--- config.mk ---
export PLATFORM = sky130hd
export DESIGN_NAME = regbank_write_arbiter
export DESIGN_NICKNAME = d
export VERILOG_FILES = /design/src/rtl/regbank_write_arbiter.sv
export SDC_FILE = /design/constraint.sdc
export NUM_CORES = 1
export LEC_CHECK = 0
export CAP_MARGIN = 20
export CORE_UTILIZATION = 35
export CTS_CLUSTER_SIZE = 8
export DETAILED_ROUTE_END_ITERATION = 10
export GPL_ROUTABILITY_DRIVEN = 1
export PLACE_DENSITY_LB_ADDON = 0.1
export SLEW_MARGIN = 10
export SYNTH_ARGS = -nofsm -noshare
export SYNTH_HDL_FRONTEND = slang
export SYNTH_SLANG_ARGS = --single-unit
--- constraint.sdc ---
create_clock -name clk -period 4.5 [get_ports clk]
set_clock_uncertainty 0.05 [all_clocks]
set_input_delay 0.45 -clock clk [delete_from_list [all_inputs] [get_ports clk]]
set_output_delay 0.45 -clock clk [all_outputs]
set_load 0.03 [all_outputs]
--- src/rtl/regbank_write_arbiter.sv ---
// Purpose: shares one register-bank write port among NREQ requesters through per-requester one-entry buffers and a round-robin drain.
// Latency: 2 cycles minimum from request transfer to reg_write, NREQ+1 cycles worst case.
// Backpressure: req_ready[i] is low while buffer i is occupied, including the cycle it is granted, so there is no same-cycle refill.
//
// Ports:
//   clk, rst_n                        clock, async active-low reset
//   req_valid/req_ready               per-requester handshake
//   req_addr/req_data                 packed per-requester address/data, requester i at [i*W +: W]
//   reg_write/rd_addr/write_data      registered bank write port
//   grant_id                          requester issued in the current reg_write cycle
//   pend_mask                         one bit per register with a buffered write outstanding
//   drop_r0                           one-cycle pulse when address-0 request(s) were discarded
module regbank_write_arbiter #(
    parameter int NREQ = 3,
    parameter int AW   = 4,
    parameter int DW   = 32
) (
    input  logic                 clk,
    input  logic                 rst_n,
    input  logic [NREQ-1:0]      req_valid,
    output logic [NREQ-1:0]      req_ready,
    input  logic [NREQ*AW-1:0]   req_addr,
    input  logic [NREQ*DW-1:0]   req_data,
    output logic                 reg_write,
    output logic [AW-1:0]        rd_addr,
    output logic [DW-1:0]        write_data,
    output logic [1:0]           grant_id,
    output logic [2**AW-1:0]     pend_mask,
    output logic                 drop_r0
);

    localparam logic [1:0] PTR_LAST = 2'(NREQ - 1);

    logic [NREQ-1:0] buf_valid_q, buf_valid_d;
    logic [AW-1:0]   buf_addr_q [NREQ];
    logic [AW-1:0]   buf_addr_d [NREQ];
    logic [DW-1:0]   buf_data_q [NREQ];
    logic [DW-1:0]   buf_data_d [NREQ];
    logic [1:0]      rr_ptr_q, rr_ptr_d;
    logic            reg_write_q, reg_write_d;
    logic [AW-1:0]   rd_addr_q, rd_addr_d;
    logic [DW-1:0]   write_data_q, write_data_d;
    logic [1:0]      grant_id_q, grant_id_d;
    logic            drop_r0_q, drop_r0_d;

    logic            gnt_vld;
    logic [1:0]      gnt_idx;
    logic [1:0]      cand;

    // Round-robin search on buffer state only: start one past the last
    // winner and wrap, so the last winner has lowest priority.
    always_comb begin
        gnt_vld = 1'b0;
        gnt_idx = rr_ptr_q;
        cand    = rr_ptr_q;
        for (int k = 0; k < NREQ; k++) begin
            cand = (cand == PTR_LAST) ? 2'd0 : cand + 2'd1;
            if (!gnt_vld && buf_valid_q[cand]) begin
                gnt_vld = 1'b1;
                gnt_idx = cand;
            end
        end
    end

    always_comb begin
        buf_valid_d  = buf_valid_q;
        buf_addr_d   = buf_addr_q;
        buf_data_d   = buf_data_q;
        drop_r0_d    = 1'b0;
        rr_ptr_d     = rr_ptr_q;
        reg_write_d  = gnt_vld;
        rd_addr_d    = rd_addr_q;
        write_data_d = write_data_q;
        grant_id_d   = grant_id_q;

        // Fill: a granted buffer is still valid this cycle, so it can never
        // be refilled at the same edge that drains it.
        for (int i = 0; i < NREQ; i++) begin
            if (req_valid[i] && !buf_valid_q[i]) begin
                if (req_addr[i*AW +: AW] == '0) begin
                    // Register 0 is hardwired: accept and discard.
                    drop_r0_d = 1'b1;
                end else begin
                    buf_valid_d[i] = 1'b1;
                    buf_addr_d[i]  = req_addr[i*AW +: AW];
                    buf_data_d[i]  = req_data[i*DW +: DW];
                end
            end
        end

        if (gnt_vld) begin
            buf_valid_d[gnt_idx] = 1'b0;
            rr_ptr_d             = gnt_idx;
            rd_addr_d            = buf_addr_q[gnt_idx];
            write_data_d         = buf_data_q[gnt_idx];
            grant_id_d           = gnt_idx;
        end
    end

    always_ff @(posedge clk or negedge rst_n) begin
        if (!rst_n) begin
            buf_valid_q  <= '0;
            for (int i = 0; i < NREQ; i++) begin
                buf_addr_q[i] <= '0;
                buf_data_q[i] <= '0;
            end
            rr_ptr_q     <= PTR_LAST;
            reg_write_q  <= 1'b0;
            rd_addr_q    <= '0;
            write_data_q <= '0;
            grant_id_q   <= 2'd0;
            drop_r0_q    <= 1'b0;
        end else begin
            buf_valid_q  <= buf_valid_d;
            buf_addr_q   <= buf_addr_d;
            buf_data_q   <= buf_data_d;
            rr_ptr_q     <= rr_ptr_d;
            reg_write_q  <= reg_write_d;
            rd_addr_q    <= rd_addr_d;
            write_data_q <= write_data_d;
            grant_id_q   <= grant_id_d;
            drop_r0_q    <= drop_r0_d;
        end
    end

    // Pending bits come straight from buffer state, so an entry's bit drops
    // in the same cycle its reg_write is presented to the bank.
    always_comb begin
        pend_mask = '0;
        for (int i = 0; i < NREQ; i++) begin
            if (buf_valid_q[i]) begin
                pend_mask[buf_addr_q[i]] = 1'b1;
            end
        end
    end

    assign req_ready  = ~buf_valid_q;
    assign reg_write  = reg_write_q;
    assign rd_addr    = rd_addr_q;
    assign write_data = write_data_q;
    assign grant_id   = grant_id_q;
    assign drop_r0    = drop_r0_q;

endmodule
==> flow_summary_export.csv <==
group,metric,value,unit
pwr,p_leak,0.00457,µW
sta,hold_ws,-0.0175,ns
die,coreArea,22900,µm²
placed_design,place_congestion,0.905,
global_routing,gr-usage-met3,4.03,%
layout,final_cell_count_no_fill,1390,
logic_synthesis,yosys-top-cells-area,"dfrtp_1, nand2_1, a211oi_2, mux2_1, o311ai_1",
logic_synthesis,yosysSeqAreaShare,45.9,%
layout,multi_input_area,3870,µm²
pwr,p_seq_share,30.4,%
layout,syn_to_final_growth,29.3,%
global_routing,grt_util_met2,33.8,%
logic_synthesis,synth.top_cell.area_share,45.6,%
clock_tree,htreeDepth,4,
die,die_w,156,µm
setup_path,crit_start,"buf_valid_q[1]",
detailed_routing,drt_iter0_drc,450,
logic_synthesis,synthesis.nets,1059,
setup_path,worstPathRequired,4.00,ns
pwr,powerDensity,806,nW/µm²
sta,period_minus_slack,3.09,ns
clock_tree,ctsHoldBuffers,0,
sta,fin_crit_sh,68.7,%
logic_synthesis,synthCells,946,
clock_tree,clockBufferDepth,2,
setup_path,worstReg2RegEnd,"write_data[18]",
clock_tree,cts_tree,"done",
pwr,peakVddDrop,346,µV
clock_tree,clkLatencyLatePin,0.42,ns
sta,tightest_slew,0.903,ns
layout,drive_gt1_share,9.47,%
detailed_routing,drt_pass1_iterations,5,
detailed_routing,vias,7361,
global_routing,grtUsageMet1,30.9,%
detailed_routing,final_antenna_net_count,0,
global_routing,grt.overflow.total,0,
placed_design,dpl.cell_count,1357,
clock_tree,clkTransAtPathRegs,0.06,ns
layout,antenna_cells,0,
outcome,status,"complete, but fails checks",
layout,nFillCells,2257,
clock_tree,cts_root_buf,"clkbuf_16",
sta,relSlewSlack,39.8,%
pwr,p_sw_share,45.0,%
die,start_util,36.2,%
detailed_routing,drt-vias-per-instance,5.30,
logic_synthesis,synth_area,8290,µm²
detailed_routing,wl_per_cell,18.3,µm
placed_design,dpl.hpwl,16.5,mm
layout,mostFrequentLayoutCells,"nand2_1, clkdlybuf4s50_1, dfrtp_1",
setup_path,rrSetupSlack,1.74,ns
sta,fmax,0.324,GHz
logic_synthesis,synth.distinct_cells,40,
setup_path,path_max_fanout,35,
die,ioPinCount,172,
setup_path,rr_worst_depth,5,
setup_path,r2r_start,"buf_valid_q[2]",
placed_design,preCtsSetupSlack,1.74,ns
die,die_h,156,µm
pwr,p_int,4750,µW
logic_synthesis,synth-async-reset-ratio,100,%
die,dieArea,24300,µm²
job,maxCapViolCount,0,
global_routing,grt_util_all_layers,21.8,%
logic_synthesis,avgSynthCellArea,8.76,µm²
layout,finish.utilization,46.8,%
sta,rsz0062_at_grt,"no",
pwr,switching_power,3890,µW
sta,setup_slack,1.41,ns
clock_tree,cts_resized,0,
logic_synthesis,synth_warnings,0,
global_routing,grt_busiest_layer,"met2",
die,num_rows,55,
global_routing,grt_pass1_vias,7135,
setup_path,worstSetupStartpointType,"register",
clock_tree,cts.sinks,152,
global_routing,grt_first_pass_wirelength,41.0,mm
pwr,comb_power_share,51.7,%
placed_design,dpl_cell_area,10100,µm²
sta,finalHoldViolations,10,
layout,final_common_cell,"nand2_1",
setup_path,worstSetupPathType,"register to output port",
sta,slew_viol_final,0,
outcome,violations,"hold timing",
min_path,holdCritPathClass,"input port to async pin",
clock_tree,cts-buffers-inserted,17,
setup_path,cp.arrival,2.59,ns
logic_synthesis,synth_top_cell_by_area,"dfrtp_1",
logic_synthesis,synth_ff_type,"dfrtp_1",
global_routing,grt_max_degree,77,
sta,finalSetupTns,0,ns
setup_path,end_kind,"output port",
clock_tree,postCtsSetupBuffers,0,
setup_path,endpoint,"pend_mask[3]",
layout,nets,1177,
detailed_routing,drcViolationCount,0,
layout,stdcell_area,10700,µm²
pwr,clkPwrFrac,17.8,%
sta,setup_viol,0,
logic_synthesis,synth_edf_count,0,
global_routing,antenna_found_initial,0,
detailed_routing,wl,25.5,mm
layout,regArea,3810,µm²
placed_design,io_buffer_count,171,
logic_synthesis,ys_ff_latch,152,
## cell type report
cell class              count  share of cell area, %
multi-input cells         665                   36.1
flip-flops and latches    152                   35.6
repair buffers            185                   17.3
clock buffers              21                   4.30
well taps                 313                   3.65
clock inverters            11                   1.59
inverters                  43                   1.51
## synthesized netlist by cell type, types with 2 or more instances
| library cell | instances |
|---|---|
| a211oi_1 | 7 |
| a211oi_2 | 29 |
| a21oi_1 | 37 |
| a222oi_1 | 2 |
| a22o_1 | 4 |
| a22oi_1 | 11 |
| a31oi_1 | 36 |
| a32oi_1 | 5 |
| and3_1 | 38 |
| and4_1 | 4 |
| buf_1 | 2 |
| buf_2 | 32 |
| buf_4 | 10 |
| buf_6 | 11 |
| clkbuf_1 | 31 |
| dfrtp_1 | 151 |
| inv_1 | 40 |
| inv_2 | 2 |
| mux2_1 | 28 |
| mux2_2 | 7 |
| nand2_1 | 231 |
| nand2b_1 | 2 |
| nand3_1 | 9 |
| nor2_1 | 44 |
| nor2b_1 | 12 |
| nor3_1 | 38 |
| nor4_1 | 3 |
| o21ai_0 | 41 |
| o21ai_1 | 33 |
| o311ai_1 | 36 |
## power by group through the flow
stage	logic [µW]	registers [µW]	clock network [µW]
floorplan	2980	2760	0
global route	4930	2730	1630
CTS	4460	2640	1570
finish	4470	2630	1540
global placement	4380	2650	0
detailed placement	4440	2660	0
## registers in the layout, summed over array words and instances, names as in the netlist
name	cells
buf_addr_q	12
buf_data_q	96
buf_valid_q	3
drop_r0	1
grant_id	1
rd_addr	4
reg_write	1
rr_ptr_q	2
write_data	32
## how the worst min path moves through the flow
stage / start / to / slack, ns / cells past startpoint
2_1_floorplan: rst_n / buf_addr_q[0] / 0.10 / 0
3_3_place_gp: buf_data_q[4] / buf_data_q[4] / 0.43 / 2
3_5_place_dp: buf_data_q[16] / buf_data_q[16] / 0.44 / 2
4_1_cts: rst_n / buf_data_q[62] / 0.02 / 1
5_1_grt: rst_n / buf_data_q[29] / 0.05 / 1
6_report: rst_n / buf_data_q[29] / -0.02 / 1
## through the flow
stage	hold slack (ns)	total power [µW]
3_3_place_gp	0.434	7030
6_report	-0.0175	8640
2_1_floorplan	0.104	5740
3_5_place_dp	0.439	7100
4_1_cts	0.0218	8670
5_1_grt	0.0457	9290
## kinds of logic after synthesis
| logic type | after synthesis | synth area share [%] |
|---|---|---|
| simple gates | 385 | 20.5 |
| compound gates | 244 | 20.8 |
| flops | 152 | 45.9 |
| buf+inv | 129 | 7.77 |
| mux | 36 | 5.03 |
## critical path, cell delays in order (launching register included)
cell	delay (ns)
dfrtp_4	0.66
inv_2	0.07
nor3_1	0.46
a32oi_1	0.18
nand2_1	0.11
clkdlybuf4s50_1	0.67
## layer usage
layer | up-vias | wire length [µm] | share of wire (%)
li1 | 3548 | - | -
met1 | 3601 | 12200 | 48
met2 | 188 | 11700 | 46
met3 | 24 | 1150 | 4.5
met4 | 0 | 416 | 1.6
met5 | - | 0 | 0
Power figures use the tool's default switching activity.
